### src/rtl/rr_arbiter.sv
// rr_arbiter: registered round-robin arbiter with hold-until-release ownership.
// Define RRARB_TIMEOUT_EN to force re-arbitration after MAX_HOLD consecutive grant cycles.
module rr_arbiter #(
    parameter int N        = 16,
    parameter int MAX_HOLD = 8
) (
    input  logic                 clk,
    input  logic                 rst_n,
    input  logic [N-1:0]         req,
    output logic [N-1:0]         gnt,
    output logic                 gnt_valid,
    output logic [$clog2(N)-1:0] gnt_idx
);
    localparam int W = $clog2(N);
    typedef enum logic {IDLE, BUSY} state_t;
    state_t         state, state_nx;
    logic [W-1:0]   start, start_nx, win, cand, idx_nx;
    logic [N-1:0]   gnt_nx;
    logic           valid_nx, found, hold, arb;
`ifdef RRARB_TIMEOUT_EN
    logic [7:0]     cnt, cnt_nx;
`endif
    // Priority search: start first, then downward with wrap to N-1.
    always_comb begin
        found = 1'b0;
        win   = '0;
        cand  = '0;
        for (int k = 0; k < N; k++) begin
            cand = W'((int'(start) - k + N) % N);
            if (!found && req[cand]) begin
                found = 1'b1;
                win   = cand;
            end
        end
    end
    // start always sits at owner-1, so a timed-out owner is naturally last in line.
`ifdef RRARB_TIMEOUT_EN
    assign hold = req[gnt_idx] && (cnt < 8'(MAX_HOLD));
`else
    assign hold = req[gnt_idx];
`endif
    assign arb = (state == IDLE) || !hold;
    always_comb begin
        state_nx = state;
        start_nx = start;
        gnt_nx   = gnt;
        valid_nx = gnt_valid;
        idx_nx   = gnt_idx;
`ifdef RRARB_TIMEOUT_EN
        cnt_nx   = (state == BUSY) ? cnt + 8'd1 : 8'd0;
`endif
        if (arb) begin
            state_nx = found ? BUSY : IDLE;
            gnt_nx   = found ? ({{(N-1){1'b0}}, 1'b1} << win) : '0;
            valid_nx = found;
            idx_nx   = found ? win : '0;
            start_nx = !found ? start : (win == '0) ? W'(N-1) : win - W'(1);
`ifdef RRARB_TIMEOUT_EN
            cnt_nx   = found ? 8'd1 : 8'd0;
`endif
        end
    end
    always_ff @(posedge clk or negedge rst_n) begin
        if (!rst_n) begin
            state     <= IDLE;
            start     <= W'(N-1);
            gnt       <= '0;
            gnt_valid <= 1'b0;
            gnt_idx   <= '0;
        end else begin
            state     <= state_nx;
            start     <= start_nx;
            gnt       <= gnt_nx;
            gnt_valid <= valid_nx;
            gnt_idx   <= idx_nx;
        end
    end
`ifdef RRARB_TIMEOUT_EN
    always_ff @(posedge clk or negedge rst_n) begin
        if (!rst_n) cnt <= 8'd0;
        else        cnt <= cnt_nx;
    end
`endif
endmodule

### config.mk
export PLATFORM = sky130hd
export DESIGN_NAME = rr_arbiter
export DESIGN_NICKNAME = d
export VERILOG_FILES = /design/src/rtl/rr_arbiter.sv
export SDC_FILE = /design/constraint.sdc
export NUM_CORES = 1
export LEC_CHECK = 0
export CORE_AREA = 2 2 81 83
export DETAILED_ROUTE_END_ITERATION = 7
export DIE_AREA = 0 0 83 85
export PLACE_DENSITY = 0.85
export SETUP_SLACK_MARGIN = 0.05
export SYNTH_ARGS = -nofsm -noshare
export SYNTH_HDL_FRONTEND = slang
export SYNTH_SLANG_ARGS = --single-unit
### constraint.sdc
create_clock -name clk -period 6.66 [get_ports clk]
set_input_delay 1.332 -clock clk [delete_from_list [all_inputs] [get_ports clk]]
set_output_delay 1.332 -clock clk [all_outputs]
set_load 0.005 [all_outputs]
==> results of run 1 <==
[worst paths after layout]
check                          from    endpoint  slack, ns  cells after the start
min                         gnt[14]     gnt[14]       0.50                      2
max reg2reg                start[0]    start[3]       0.86                     13
min in group asynchronous     rst_n      gnt[9]       1.63                      1
max                        start[0]    start[3]       0.86                     13
min reg2reg                 gnt[14]     gnt[14]       0.50                      2
max in group asynchronous     rst_n  gnt_idx[1]       4.39                      1
[registers in the layout, summed over array words and instances, names as in the netlist]
signal	flops
start	4
gnt	16
gnt_valid	1
gnt_idx	4
[through the flow]
stage | cells | utilization [%] | hold WS, ns
6_report | 468 | 67.1 | 0.504
5_1_grt | 468 | 67.1 | 0.534
4_1_cts | 468 | 67.1 | 0.507
3_5_place_dp | 464 | 66.3 | 0.482
3_3_place_gp | 464 | 66.3 | 0.478
2_1_floorplan | 367 | - | 0.479
[kinds of logic after synthesis]
| group | count (synthesis) |
|---|---|
| xor gates and xnor gates | 11 |
| DFF | 25 |
| and+or+nand+nor | 102 |
| adders and majority gates | 12 |
| AOI/OAI and AO/OA | 105 |
| muxes | 72 |
| buffers and inverters | 40 |
[cell type report]
type	instances	area, um2	share of cell area [%]
Clock inverter	1	7.51	0.180
Inverter	20	75.1	1.80
Timing Repair Buffer	40	395	9.50
Tap cell	77	96.3	2.32
Multi-Input combinational cell	302	2920	70.1
Sequential cell	25	631	15.2
Clock buffer	3	41.3	0.992
[layout by cell type, fill, tap and decap left out, types with 3 or more instances in the layout]
cell type	netlist	final
a211oi_2	3	3
a22oi_1	3	3
mux4_2	37	37
and2_1	4	4
and3b_1	3	3
clkbuf_8	0	3
dfrtp_1	21	21
o21ai_1	4	4
nand3_2	3	3
dfstp_2	4	4
a22o_1	13	13
mux2_2	14	14
o211a_1	4	4
a21oi_1	16	16
nor2_2	3	3
a2111oi_0	3	3
nand3_1	9	9
mux2_1	4	4
xnor2_1	7	7
mux2i_1	12	12
o22ai_1	4	4
inv_1	19	19
o21ai_0	15	15
nor3_1	5	5
nand2_1	32	32
ha_1	12	12
nand2b_1	4	4
clkdlybuf4s50_1	0	38
mux2i_2	4	4
nor2_1	18	18
[critical path, stage by stage, from the launching register on]
cell and delay [ns]:
dfstp_2 0.89, inv_1 0.41, ha_1 0.88, mux4_2 0.66, mux2_4 0.32, a211o_1 0.44, nor4_2 0.40, nor4_1 0.11
a211oi_2 0.23, a31oi_1 0.09, o32ai_2 0.55, ha_1 0.41, a2111oi_2 0.08, a211oi_2 0.26
[layer usage]
metal  up-vias  GRT usage (%)  share of wire [%]
li1       1499              -                  -
met1      1736           45.0                 38
met2       242           55.1                 47
met3        52           5.74                 10
met4         0           13.1                3.9
met5         -              0                  0
==> key figures, run 1 <==
Outcome
  – Status: finished, final reports clean

Timing
  – Clk_skew: approximately 0.0063 ns
  – Final setup violation count: 0
  – Fin. Hold Viols: 0
  – Worst-Margin Slew: 1.06 ns
  – Fmax achieved: approximately 170 MHz
  – Setup TNS: 0 ns
  – Pins over their slew limit: 0
  – Worst Slack Setup Final: 0.856 ns
  – Slew headroom: 28.9%
  – RSZ-0062 raised after global routing: no
  – Post-route minimum period: 5.80 ns
  – Tcrit/Tclk final: 87.2%

Clock tree
  – Post-CTS Setup Bufs: 0
  – Reg clk slew, reported paths: 0.09 ns
  – Clock sink count: 25
  – Htree depth: 1
  – Cts hold-fix bufs: 0
  – CTS Buffer Depth: 2
  – Clock latency on the worst-skew pair: around 0.28 ns
  – Num CTS Buffers: 3
  – Post-CTS resize count: 0
  – CTS tree: yes
  – Root Driver: clkbuf_8

Route
  – Vias per cell: 7.54
  – Iteration-0 DRC Markers: 371
  – DRT Pass-1 Iters: 5
  – # DRC: 0
  – Routed vias: ~3.5k
  – Routed Antenna Nets: 0
  – WL/cell: 25.5 um
  – Total wire length: 11,900 um

Global route
  – Overall global routing resource usage: 33.6%
  – Largest net degree at the start of global routing: 31
  – Antenna violations before repair: 0
  – Global route overflow: 0
  – Vias in the first global route: 3,415
  – Global-route wire length before repair: around 19,000 um

Layout
  – Area delta synth->final: 10.6%
  – # fillers: between 400 and 500
  – Nets: around 420
  – Share of cells above drive strength 1: 25.3%
  – # diodes: 0
  – Final instance area: 4160 um2

Placement
  – Dpl cell area: 4110 um2
  – DP Worst Slack: slightly below 1 ns
  – Dpl hpwl: 8880 um
  – Routability Congestion: 0.981
  – I/O Buffers: 38

Yosys
  – Synth Area in Simple Gates: 15.5%
  – Commonest cells post-synth: mux4_2, nand2_1, dfrtp_1
  – Ys async rst share: 100%
  – Number of synthesized flops with an enable pin: 0
  – Synth area leader: mux4_2
  – Post-Synth XOR/XNOR Area: 3.46%
  – Top-area cell type share of the netlist area: 22.1%
  – Largest family of logic cells by synthesized area: multiplexers
  – Synth warn: 0
  – Most frequent cell after synthesis: mux4_2
  – Complex-gate fraction of the synthesized area: 21.9%
  – Post-Synth Adder-Cell Area: 3.99%
  – Top_reg_cell synth: dfrtp_1
  – Ranking of synthesized cells by area: mux4_2, dfrtp_1, mux2_2
  – Register bit total from synthesis: 25
  – Share of the yosys chip area belonging to registers: 16.8%
  – Post-Synthesis Cells: 367
  – Mux share of post-synthesis cell area: 32.6%
  – Count of cell types in the netlist: 83
  – Synthesized area: 3760 um2
  – Syn Area/Cell: around 10 um2
  – Syn nets: slightly below 400

Setup path
  – Crit path kind: flop to flop
  – Worst Path Arrival: 5.99 ns
  – Crit-path max FO: 27
  – Required time of the critical path: 6.85 ns
  – Crit. End Element: flop
  – Crit start category: flop

Min path
  – HP Class: flop to flop

Floorplanning
  – DIE AREA: around 7000 um2
  – Chip Width: 83 um
  – Initial Utilization: 60.6%
  – Core area: 6200 um2
  – # rows: 29
  – I/O pin count: 39
  – Die Ht: 85 um

Job
  – Max-cap violation count: 0
Power of run 1 is left out: the tool's default activity adds up to more than one toggle a clock period on the data nets, which glitch-free logic cannot reach.
==> run 2, diff against run 1 <==
- CTS_CLUSTER_SIZE: not set -> 16
- clock period: 6.66 -> 7.19 ns (I/O delays scaled with it)
==> key figures, run 2 (synthesis results as in run 1) <==
Clock tree
  – Clock latency on the worst-skew pair: 0.27 ns
  – Num CTS Buffers: 3
  – CTS tree: yes
  – Cts hold-fix bufs: 0
  – CTS Buffer Depth: 2
  – Htree depth: 1
  – Clock sink count: 25
  – Post-CTS resize count: 0
  – Post-CTS Setup Bufs: 0
  – Root Driver: clkbuf_8
  – Reg clk slew, reported paths: 0.09 ns

Global route
  – Antenna violations before repair: 0
  – Global-route wire length before repair: 18,600 um
  – Overall global routing resource usage: approximately a third
  – Global route overflow: 0
  – Layer with the highest usage: met2
  – Met1 usage: 46.6%
  – Vias in the first global route: between 3k and 4k
  – Largest net degree at the start of global routing: 31
  – GR Util met2: 52.3%
  – Met3 usage: 4.28%

Layout
  – Max reg flops: 16
  – # fillers: 462
  – # diodes: 0
  – Final instance area: between 4000 and 5000 um2
  – Share of cells above drive strength 1: 25.1%
  – Area delta synth->final: 10.3%
  – Commonest non-fill, non-tap cell in the layout: clkdlybuf4s50_1
  – Area of the multi-input gates: 2920 um2
  – Top Registers: gnt x16, gnt_idx x4, start x4
  – Reg with most FFs: gnt
  – Commonest non-fill, non-tap cells in the layout: clkdlybuf4s50_1, mux4_2, nand2_1
  – Nets: 421
  – Register area: roughly 630 um2

Setup path
  – Crit-path max FO: 27
  – Worst path top cell family by delay: compound AO/OA/AOI/OAI gates
  – Crit Reg-Reg Endpoint: start[2]
  – Buf+Inv Stages, Crit Path: 1
  – Reg2reg start: start[0]
  – Crit start category: flop
  – Slowest-stage cell, CP: dfstp_2
  – Reg2Reg Setup Slack: approximately 1.4 ns
  – CP endpoint: start[2]
  – Required time of the critical path: roughly 7.4 ns
  – Crit. End Element: flop
  – Crit-path cells: inv_1 -> ha_1 -> mux4_2 -> mux2_4 -> a211o_1 -> nor4_2 -> nor4_1 -> a211oi_2 -> a31oi_1 -> o32ai_2 -> ha_1 -> a31oi_1 -> nand2_1 -> a22o_1
  – Worst path depth: 14
  – Worst Path Arrival: 5.99 ns
  – CP peak stage delay: 0.90 ns
  – Crit path kind: flop to flop
  – CP Launch Point: start[0]
  – R2R depth: 14

Timing
  – RSZ-0062 raised after global routing: no
  – Fmax achieved: 173 MHz
  – Slew headroom: 30.8%
  – Worst hold slack: approximately 0.51 ns
  – Pins over their slew limit: 0
  – Worst-Margin Slew: just over 1 ns
  – Post-route minimum period: 5.77 ns
  – Fin. Hold Viols: 0
  – Setup TNS: 0 ns
  – Clk_skew: 0.00424 ns
  – Tcrit/Tclk final: about 80%
  – Final setup violation count: 0

Route
  – Routed Antenna Nets: 0
  – # DRC: 0
  – DRT Pass-1 Iters: 6
  – Total wire length: 11,400 um
  – Iteration-0 DRC Markers: 373
  – Vias per cell: 7.71
  – WL/cell: 24.4 um
  – Routed vias: roughly 3.6k

Placement
  – Dpl cell area: around 4100 um2
  – Dpl hpwl: ~8500 um
  – I/O Buffers: 38
  – Routability Congestion: ~0.99

Floorplanning
  – Initial Utilization: between 60% and 70%
  – DIE AREA: just over 7000 um2
  – Chip Width: a little over 80 um
  – Core area: 6200 um2
  – I/O pin count: 39
  – # rows: 29
  – Die Ht: 85 um

Job
  – Max-cap violation count: 0

Min path
  – HP Class: flop to flop

Outcome
  – Status: finished, final reports clean
run 2: worst min path at each step:
stage | startpoint | to | slack, ns | cells after the start
floorplan | gnt[12] | gnt[12] | 0.48 | 2
global placement | gnt[15] | gnt[15] | 0.48 | 2
detailed placement | gnt[9] | gnt[9] | 0.49 | 1
CTS | gnt[1] | gnt[1] | 0.51 | 1
global route | gnt[7] | gnt[7] | 0.53 | 1
finish | gnt[1] | gnt[1] | 0.51 | 1
run 2: layer usage:
metal	vias to the layer above	wire [um]
met4	0	405
met3	39	1260
met1	1770	4390
met5	-	0
met2	291	5360
li1	1502	-
run 2: per-stage QoR:
stage          std cells  setup WS, ns  utilization, %
6_report             467          1.42            66.9
5_1_grt              467          1.07            66.9
4_1_cts              467          1.47            66.9
3_5_place_dp         463          1.49            66.2
3_3_place_gp         463          1.54            66.2
2_1_floorplan        367          2.78               -
run 2: area by class of cell:
cell class / count / share of cell area (%)
Sequential cell: 25 / 15.2
Multi-Input combinational cell: 302 / 70.2
Tap cell: 77 / 2.32
Clock inverter: 1 / 0.121
Clock buffer: 3 / 0.995
Inverter: 20 / 1.81
Timing Repair Buffer: 39 / 9.34
Power of run 2 is left out for the same reason.
==> run 3, diff against run 2 <==
- CORE_AREA: 2 2 81 83 -> 2 2 88 90
- DIE_AREA: 0 0 83 85 -> 0 0 90 92
- PLACE_DENSITY: 0.85 -> 0.76
- clock period: 7.19 -> 4.9 ns (I/O delays scaled with it)
==> key figures, run 3 (synthesis results as in run 1) <==
Outcome
  – Status: finished, final reports clean

Route
  – Iteration-0 DRC Markers: 359
  – Routed vias: around 3.5k
  – # DRC: 0
  – DRT Pass-1 Iters: 5
  – Routed Antenna Nets: 0
  – Vias per cell: 6.79
  – WL/cell: 21.3 um
  – Total wire length: 10,900 um

Global route
  – Global-route wire length before repair: 17,700 um
  – Largest net degree at the start of global routing: 31
  – Global route overflow: 0
  – Overall global routing resource usage: 26.5%
  – Vias in the first global route: 3,268
  – Antenna violations before repair: 0

Timing
  – Fin. Hold Viols: 0
  – Slew headroom: about a quarter
  – Worst-Margin Slew: roughly 1.1 ns
  – RSZ-0062 raised after global routing: no
  – Post-route minimum period: 4.64 ns
  – Final setup violation count: 0
  – Setup TNS: 0 ns
  – Clk_skew: 0.00273 ns
  – Fmax achieved: 215 MHz
  – Worst hold slack: 0.510 ns
  – Pins over their slew limit: 0
  – Tcrit/Tclk final: between 90% and 100%

Layout
  – Share of cells above drive strength 1: a little under 30%
  – Nets: 442
  – Post-Layout Cell Count: roughly 500
  – Reg with most FFs: gnt
  – Utilization after layout: 58.4%
  – Commonest non-fill, non-tap cells in the layout: mux4_2, clkdlybuf4s50_1, nand2_1
  – Area delta synth->final: 15.5%
  – Max reg flops: 16
  – Top Registers: gnt x16, gnt_idx x4, start x4
  – # diodes: 0

Clock tree
  – Htree depth: 1
  – CTS Buffer Depth: 2
  – Reg clk slew, reported paths: 0.08 ns
  – Num CTS Buffers: 3
  – Clock latency on the worst-skew pair: 0.27 ns
  – CTS tree: yes
  – Post-CTS resize count: 0
  – Post-CTS Setup Bufs: 0
  – Cts hold-fix bufs: 0
  – Root Driver: clkbuf_8
  – Clock sink count: 25

Placement
  – I/O Buffers: 38
  – Dpl hpwl: 8400 um
  – Routability Congestion: 1.03
  – Placed Cells: 509

Floorplanning
  – I/O pin count: 39
  – DIE AREA: 8280 um2
  – Initial Utilization: 50.5%
  – # rows: 32
  – Chip Width: 90 um
  – Die Ht: 92 um
  – Core area: 7450 um2

Setup path
  – Crit. End Element: flop
  – CP peak stage delay: 0.61 ns
  – Worst Path Arrival: 4.85 ns
  – Slowest-stage cell, CP: or4_1
  – Required time of the critical path: 5.11 ns
  – Crit start category: input port
  – Crit-path cells: clkdlybuf4s50_1 -> mux2_1 -> mux4_2 -> and2_4 -> or4_1 -> a211oi_1 -> a2111oi_0 -> o311ai_1 -> o31a_2 -> inv_1 -> ha_1 -> a31oi_1 -> nand2_1 -> a22o_1
  – Crit-path max FO: 9
  – Crit path kind: input port to flop

Job
  – Max-cap violation count: 0

Min path
  – HP Class: flop to flop
run 3: cell types whose count changed in the layout (fill, tap and decap cells not counted), sizes merged:
cell           delta
clkdlybuf4s50     -1
dlymetal6s2s      +1
buf              +21
run 3: critical path, delay by kind of cell:
| kind | cells | cell delay (ns) |
|---|---|---|
| simple gates | 3 | 0.88 |
| buf+inv | 2 | 0.69 |
| compound gates | 6 | 1.08 |
| fa+ha+maj | 1 | 0.30 |
| mux | 2 | 0.91 |
run 3: worst paths after layout:
| check | startpoint | to | slack, ns | cells after the start |
|---|---|---|---|---|
| setup / recovery | req[13] | start[2] | 0.26 | 14 |
| min in group asynchronous | rst_n | gnt[2] | 1.30 | 1 |
| hold / removal | gnt[14] | gnt[14] | 0.51 | 2 |
| hold reg to reg | gnt[14] | gnt[14] | 0.51 | 2 |
| max in group asynchronous | rst_n | gnt[5] | 2.94 | 1 |
| setup reg to reg | start[1] | gnt[3] | 0.34 | 13 |
run 3: routing by layer:
metal / GRT usage [%] / wire (um) / vias to the layer above
met1: 37.2 / 4670 / 1729
met2: 43.1 / 5070 / 191
met3: 3.12 / 865 / 26
met5: 0 / 0 / -
met4: 8.21 / 303 / 0
li1: - / - / 1539
run 3: final cells by class:
cell class,instances,area (um2)
Clock inverter,1,5.00
Multi-Input combinational cell,302,2920
Fill cell,644,3100
Sequential cell,25,631
Inverter,20,75.1
Clock buffer,3,41.3
Timing Repair Buffer,60,548
Tap cell,102,128
run 3: stage by stage:
stage          setup slack [ns]  area (um2)
5_1_grt                  0.0610        4350
2_1_floorplan             0.491        3760
4_1_cts                   0.292        4340
3_3_place_gp             0.0561        4290
3_5_place_dp            0.00243        4290
6_report                  0.259        4350
Power of run 3 is left out for the same reason.
